**src/rtl/busdebugger_command_controller.sv**
```systemverilog
// busdebugger_command_controller
// Host command sequencer and transmit-stream arbiter for the serial bus
// debugger. Decodes command bytes from usart_rx, pulses the snooper/dumper
// controls and multiplexes response bytes and the dumper's record stream into
// the single tx fifo byte stream. Runs entirely in the comm_clock domain.
// Optional build macro: DUMP_TIMEOUT_EN adds a dump watchdog that abandons a
// stalled dump after TIMEOUT_CYCLES cycles and answers 'T'.

module busdebugger_command_controller #(
    parameter int  DEPTH          = 32,
    parameter int  TIMEOUT_CYCLES = 65536,
    localparam int CNT_W          = $clog2(DEPTH) + 1
) (
    input  logic             comm_clock,
    input  logic             reset,
    input  logic             rx_valid,
    input  logic [7:0]       rx_data,
    output logic             rx_ready,
    output logic             record_start,
    output logic             record_trigger,
    input  logic             record_end,
    input  logic [CNT_W-1:0] record_count,
    output logic             dump_start,
    input  logic             dump_end,
    input  logic             dump_valid,
    input  logic [7:0]       dump_data,
    output logic             dump_ready,
    output logic             out_valid,
    output logic [7:0]       out_data,
    input  logic             out_ready,
    output logic             busy,
    output logic             led
);

    // Host command bytes
    localparam logic [7:0] CMD_RECORD  = 8'h72;  // 'r'
    localparam logic [7:0] CMD_TRIGGER = 8'h74;  // 't'
    localparam logic [7:0] CMD_DUMP    = 8'h64;  // 'd'
    localparam logic [7:0] CMD_STATUS  = 8'h73;  // 's'

    // Response bytes
    localparam logic [7:0] RSP_OK      = 8'h6B;  // 'k'
    localparam logic [7:0] RSP_ERR     = 8'h21;  // '!'
    localparam logic [7:0] RSP_UNKNOWN = 8'h3F;  // '?'
    localparam logic [7:0] RSP_DONE    = 8'h2E;  // '.'
    localparam logic [7:0] RSP_TIMEOUT = 8'h54;  // 'T'

    // The status byte carries the record count, so it must fit in one byte.
    if (CNT_W > 8) begin : g_bad_depth
        $error("busdebugger_command_controller: record count width %0d exceeds 8 bits", CNT_W);
    end

    // The watchdog counter is 24 bits wide.
    if (TIMEOUT_CYCLES < 1 || TIMEOUT_CYCLES > 16777215) begin : g_bad_timeout
        $error("busdebugger_command_controller: TIMEOUT_CYCLES %0d out of range", TIMEOUT_CYCLES);
    end

    typedef enum logic [1:0] {
        ST_IDLE,
        ST_RECORDING,
        ST_DUMPING
    } state_t;

    state_t      state;
    logic        captured;     // a completed capture exists and may be dumped
    logic [7:0]  resp_byte0;   // byte currently offered on out_data
    logic [7:0]  resp_byte1;   // second byte of a two-byte status reply
    logic [1:0]  resp_len;     // bytes still pending in the response buffer

    state_t      eff_state;    // state as seen by a command this cycle
    logic        eff_captured;
    logic        cmd_accept;
    logic        resp_retire;
    logic        timeout_hit;

`ifdef DUMP_TIMEOUT_EN
    logic [23:0] wd_count;

    assign timeout_hit = (state == ST_DUMPING) && (wd_count == 24'(TIMEOUT_CYCLES));

    // Dump watchdog: restarts on entry to DUMPING and on every dumper byte handshake.
    always_ff @(posedge comm_clock or posedge reset) begin
        if (reset) begin
            wd_count <= '0;
        end else if (state != ST_DUMPING) begin
            wd_count <= '0;
        end else if (dump_valid && dump_ready) begin
            wd_count <= '0;
        end else if (!timeout_hit) begin
            wd_count <= wd_count + 24'd1;
        end
    end
`else
    assign timeout_hit = 1'b0;
`endif

    // A capture finishing in the same cycle as a command is applied first, so
    // the command sees IDLE with a valid capture.
    always_comb begin
        eff_state    = state;
        eff_captured = captured;
        if (state == ST_RECORDING && record_end) begin
            eff_state    = ST_IDLE;
            eff_captured = 1'b1;
        end
    end

    // Handshakes, output arbitration and status flags.
    always_comb begin
        rx_ready    = (state != ST_DUMPING) && (resp_len == 2'd0);
        cmd_accept  = rx_valid && rx_ready;
        busy        = (state != ST_IDLE) || (resp_len != 2'd0);
        led         = (state == ST_RECORDING) || (state == ST_DUMPING);
        if (state == ST_DUMPING) begin
            // Once the watchdog fires the dumper's byte is neither passed on
            // nor accepted, so nothing is duplicated or lost on the tx side.
            out_valid   = dump_valid && !timeout_hit;
            out_data    = dump_data;
            dump_ready  = out_ready && !timeout_hit;
            resp_retire = 1'b0;
        end else begin
            out_valid   = (resp_len != 2'd0);
            out_data    = resp_byte0;
            dump_ready  = 1'b0;
            resp_retire = (resp_len != 2'd0) && out_ready;
        end
    end

    // Command FSM: registered control pulses and the response buffer.
    // NOTE: reset is asynchronous and every register here is cleared by it, so
    // an abort mid-dump or mid-response drops pending bytes at once.
    always_ff @(posedge comm_clock or posedge reset) begin
        if (reset) begin
            state          <= ST_IDLE;
            captured       <= 1'b0;
            resp_byte0     <= 8'h00;
            resp_byte1     <= 8'h00;
            resp_len       <= 2'd0;
            record_start   <= 1'b0;
            record_trigger <= 1'b0;
            dump_start     <= 1'b0;
        end else begin
            // NOTE: non-blocking throughout; later assignments in this block
            // override earlier ones, which gives commands priority over the
            // record_end default without any ordering hazards.
            record_start   <= 1'b0;
            record_trigger <= 1'b0;
            dump_start     <= 1'b0;

            if (resp_retire) begin
                resp_byte0 <= resp_byte1;
                resp_byte1 <= 8'h00;
                resp_len   <= resp_len - 2'd1;
            end

            case (state)
                ST_RECORDING: begin
                    if (record_end) begin
                        state    <= ST_IDLE;
                        captured <= 1'b1;
                    end
                end
                ST_DUMPING: begin
                    if (dump_end) begin
                        state      <= ST_IDLE;
                        resp_byte0 <= RSP_DONE;
                        resp_byte1 <= 8'h00;
                        resp_len   <= 2'd1;
                    end else if (timeout_hit) begin
                        state      <= ST_IDLE;
                        resp_byte0 <= RSP_TIMEOUT;
                        resp_byte1 <= 8'h00;
                        resp_len   <= 2'd1;
                    end
                end
                default: ;
            endcase

            // Commands are only accepted with an empty buffer outside DUMPING,
            // so they never collide with a retire or a dump completion.
            if (cmd_accept) begin
                resp_byte1 <= 8'h00;
                resp_len   <= 2'd1;
                case (rx_data)
                    CMD_RECORD: begin
                        if (eff_state == ST_IDLE) begin
                            record_start <= 1'b1;
                            captured     <= 1'b0;
                            state        <= ST_RECORDING;
                            resp_byte0   <= RSP_OK;
                        end else begin
                            resp_byte0   <= RSP_ERR;
                        end
                    end
                    CMD_TRIGGER: begin
                        if (eff_state == ST_RECORDING) begin
                            record_trigger <= 1'b1;
                            resp_byte0     <= RSP_OK;
                        end else begin
                            resp_byte0     <= RSP_ERR;
                        end
                    end
                    CMD_DUMP: begin
                        if (eff_state == ST_IDLE && eff_captured) begin
                            dump_start <= 1'b1;
                            state      <= ST_DUMPING;
                            resp_len   <= 2'd0;
                        end else begin
                            resp_byte0 <= RSP_ERR;
                        end
                    end
                    CMD_STATUS: begin
                        resp_byte0 <= {6'b0, eff_captured, eff_state == ST_RECORDING};
                        resp_byte1 <= 8'(record_count);
                        resp_len   <= 2'd2;
                    end
                    default: begin
                        resp_byte0 <= RSP_UNKNOWN;
                    end
                endcase
            end
        end
    end

endmodule

```
**config.mk**
```make
export PLATFORM = sky130hd
export DESIGN_NAME = busdebugger_command_controller
export DESIGN_NICKNAME = d
export VERILOG_FILES = /design/src/rtl/busdebugger_command_controller.sv
export SDC_FILE = /design/constraint.sdc
export NUM_CORES = 1
export LEC_CHECK = 0
export ABC_AREA = 1
export CAP_MARGIN = 20
export CORE_MARGIN = 4
export CORE_UTILIZATION = 35
export DETAILED_ROUTE_END_ITERATION = 6
export SYNTH_ARGS = -nofsm -noshare
export SYNTH_HDL_FRONTEND = slang
export SYNTH_SLANG_ARGS = --single-unit
```
**constraint.sdc**
```tcl
create_clock -name comm_clock -period 1.83 [get_ports comm_clock]
set_input_delay 0.183 -clock comm_clock [delete_from_list [all_inputs] [get_ports comm_clock]]
set_output_delay 0.183 -clock comm_clock [all_outputs]
set_load 0.02 [all_outputs]
```
=== Word level (Yosys, flattened, before mapping) ===
Index checks and enable logic that the tools add are counted.

* Register bits: 24
* Output and inout bits: 16
* Memory bits (writable): 0
* Latch bits: 0
* Logic and storage cells: 74
* Bits in read-only memories: 0
* Memories kept: 0

* Eq/ne operators: 8
* Magnitude comparators: 0
* Reduce and logical (&&, ||, !) cells: 11
* Add/sub/neg operators: 1
* Multiplexer cells: 46
* Multipliers: 0
* Shift-type cells: 0
* Bitwise gates (word level): 0
* Divide/modulo/power cells: 0

{| class="wikitable"
|+ Operators by type and width
! kind !! count
|-
| 8-bit 2-to-1 mux || 10
|-
| 8-bit by 7-bit == test with 1-bit output (second input constant) || 4
|-
| 8-bit case mux with 4 select lines || 1
|-
| 2-bit 2-to-1 mux || 10
|-
| 1-bit 2-to-1 mux || 19
|-
| 7-bit 2-to-1 mux || 2
|-
| 2-bit case mux with 2 select lines || 3
|-
| 6-bit 2-to-1 mux || 1
|-
| 1-bit logical AND || 5
|-
| 2-bit by 1-bit == test with 1-bit output (second input constant) || 2
|-
| 2-bit logical NOT || 2
|-
| 2-bit nonzero test || 2
|-
| 2-bit == test (second input constant) || 1
|-
| 1-bit logical OR || 2
|-
| 2-bit inequality test (second input constant) || 1
|-
| 2-bit by 1-bit subtractor with 2-bit output (second input constant) || 1
|}

=== Depth between registers and ports, before layout ===
* Word-level depth: 9
* Depth in mapped cells: 11
* Gate-level depth less buffers: 11

=== Least setup slack after synthesis ===
Ideal clock, no wire load.

* Kind: register to output
* Start: reg state[0]
* End: out out_data[4]
* Cell stages (with the launch flop): 5
* Buffers on the path: 1
* Slack: 0.245 ns
* Arrival: 1.402 ns
* Cells stage by stage: dfrtp_1 inv_1 ha_1 clkbuf_1 o21ai_0

* Cells in the longest elaborated chain, start to end: 2

{| class="wikitable"
|+ Ends and longest elaborated chain
! what !! line !! source
|-
| start, declared || 64 || <nowiki>state_t state;</nowiki>
|-
| start signal, assigned || 134 || <nowiki>state <= ST_IDLE;</nowiki>
|-
| start signal, assigned || 159 || <nowiki>state <= ST_IDLE;</nowiki>
|-
| start signal, assigned || 165 || <nowiki>state <= ST_IDLE;</nowiki>
|-
| 2-bit == test || 114 || <nowiki>if (state == ST_DUMPING) begin</nowiki>
|-
| 8-bit 2-to-1 mux || 114 ||
|-
| end, declared || 29 || <nowiki>output logic [7:0] out_data,</nowiki>
|}

Every way passes these cells.

=== Worst setup path after layout ===
Same ends and word-level chain as after synthesis.

==> flow_summary.ini <==
[timing]
timing.setup.tns_ns = 0
fin_worst_skew_ns = 0.00469
tightest_slew_ns = 0.296
fin_hold_ws_ns = 0.263
setup-violations-final = 0
hold_violations = 0
fmax_mhz = 581
min_period_ns = 1.72
slew_viol_final = 0
post-route-period-util_pct = 94.0
slew_headroom_pct = 80.2

[floorplan]
rows = 23
die_area_um2 = 5420
chipHeight_um = 73.6
die_w_um = 73.6
initial_core_util_pct = 36.9
boundaryPins = 45
core_region_area_um2 = 4090

[global_route]
antenna_found_initial = 0
grt_pass1_wl_um = 5810
overflow = 0
grt_usage_pct = 13.6
grt_max_degree = 25
first_global_vias = 1285

[synth]
synth_top_cell_by_area = dfrtp_1
ys_async_sr_fraction_pct = 100
ys_seq_area_share_pct = 39.9
synthTopCellsByArea = dfrtp_1 40%, nand2_1 16%, inv_1 7.7%
ys_types = 26
synth_top_area_share_pct = 39.9
synth_seq_cells = 24
ys_warn_count = 0
syn_area_per_cell_um2 = 7.14
synthFlopType = dfrtp_1
syn-cell-area_um2 = 1510
postSynthNetCount = 244
synthCells = 211
synth-edff-count = 0
synth_most_common_cell = nand2_1
yosys-top-cells-count = 65 x nand2_1, 31 x inv_1, 24 x dfrtp_1, 20 x nor2_1, 13 x nand3_1

[place]
placed_cell_area_um2 = 2060
hpwlAfterDp_um = 2860
io_buffers = 44
place.gp.congestion = 0.830
placed_cells = 311

[detailed_routing]
num_vias = 1447
routedWlPerCell_um = 11.2
final_antenna_net_count = 0
wl_met1_um = 1670
routed.top_layer = met4
met3_length_um = 228
viasPerCell = 4.59
drc = 0
wl_met2_um = 1580
drt_wl_total_um = 3520
drt_first_pass_iters = 4
drt_iter0_markers = 41

[layout]
drive_above_1_share_pct = 14.0
nNetsFinal = 299
final_area_um2 = 2130
final_util_pct = 52.1
fill_cells = 428
post_layout_nonfiller_instances = 315
area_delta_synth_final_pct = 41.2
diodes = 0

[worst_setup_path]
r2r_end = resp_byte0[6]$_DFF_PP0_
endpoint_kind = output port
reg2reg_slack_ns = 0.22
critPathArrivalTime_ns = 1.54
critPathRequiredTime_ns = 1.65
crit_fanout = 6
r2r_start = state[0]$_DFF_PP0_
critPathLaunchType = flip-flop
reg2reg_depth = 12
path_class = reg -> out

[cts]
clock-sinks = 24
cts_buffer_depth = 2
clock-root-buffer = clkbuf_8
htree_levels = 1
insertion_delay_ns = 0.27
path_clk_slew_ns = 0.08
cts_buffers = 3
cts_tree = done

[pwr]
ir_drop_v = 0.000405
power_density_nw_per_um2 = 1010
p_leak_nw = 1.10

[run]
cap_viol_max_count = 0

[status]
status = complete, no violations

[min_path]
hold_path.class = in -> async
-- worst max-delay path, stage by stage (launching register included) --
cell	delay (ns)
dfrtp_1	0.35
inv_1	0.05
ha_1	0.23
buf_4	0.17
o21ai_0	0.14
dlygate4sd2_1	0.35
-- per-stage QoR --
stage | worst slack [ns] | power (W)
after floorplan | 0.245 | 0.00135
after CTS | 0.00155 | 0.00215
final | 0.110 | 0.00215
after detailed placement | 0.100 | 0.00177
after global routing | -0.00733 | 0.00231
after global placement | 0.115 | 0.00176
-- metal layers --
layer | track usage, % | vias to the layer above
li1 | - | 764
met1 | 18.4 | 639
met2 | 22.3 | 40
met3 | 2.19 | 4
met4 | 3.62 | 0
met5 | 0 | -
-- worst max path at each step --
stage                       startpoint                 endpoint  slack, ns  cells past startpoint
floorplan           state[0]$_DFF_PP0_              out_data[4]       0.24                      4
global placement    state[0]$_DFF_PP0_              out_data[0]       0.12                      5
detailed placement  state[0]$_DFF_PP0_              out_data[0]       0.10                      5
CTS                 state[0]$_DFF_PP0_                     busy      0.002                      5
global route        state[0]$_DFF_PP0_  resp_byte0[5]$_DFF_PP0_     -0.007                      9
finish              state[0]$_DFF_PP0_              out_data[4]       0.11                      5
-- kinds of logic after synthesis --
group | after synthesis | synth area share, %
simple gates | 113 | 34.4
buf+inv | 40 | 11.9
compound gates | 30 | 10.5
flops | 24 | 39.9
fa+ha+maj | 4 | 3.32
-- flip-flops by register name, indices dropped and copies added, names as in the netlist --
name            cells
resp_byte0          8
resp_byte1          8
dump_start          1
record_start        1
resp_len            2
record_trigger      1
captured            1
state               2
-- where the power goes --
part / total [W] / internal [W] / leakage, nW / switching [W]
Sequential: 0.000679 / 0.000633 / 0.317 / 0.0000452
Combinational: 0.00101 / 0.000401 / 0.745 / 0.000609
Clock: 0.000458 / 0.000292 / 0.0357 / 0.000166
-- cell usage in the layout (no fill, tap or decap), types with 2 or more instances in the layout --
cell and n:
dfrtp_1 24, o21ai_1 12, ha_1 4, nand2_1 64, inv_2 4, nand3_2 3
clkbuf_2 2, nor2_4 2, clkdlybuf4s15_1 5, nor2_1 19, nand3_1 13, clkdlybuf4s50_1 31
nor2_2 2, nand2_2 5, a21oi_1 5, clkbuf_8 3, o21ai_0 9, dlygate4sd2_1 5
buf_4 8, inv_1 31, o22ai_1 2
-- cell type report --
type	count	area (um^2)	area share (%)
clock buffer	3	41.3	1.94
clock inverter	1	30.0	1.41
inverter	37	149	7.00
multi-input combinational	147	737	34.6
sequential	24	601	28.2
tap	50	62.6	2.94
timing repair buffer	53	507	23.8
-- repair_timing --
item,CTS,global route
buffers inserted,0,0
gates resized for setup,12,14
setup endpoints to repair,12,13
cloned,0,0
hold buffers,0,0
Note: power is estimated with default switching activity, not from simulation.
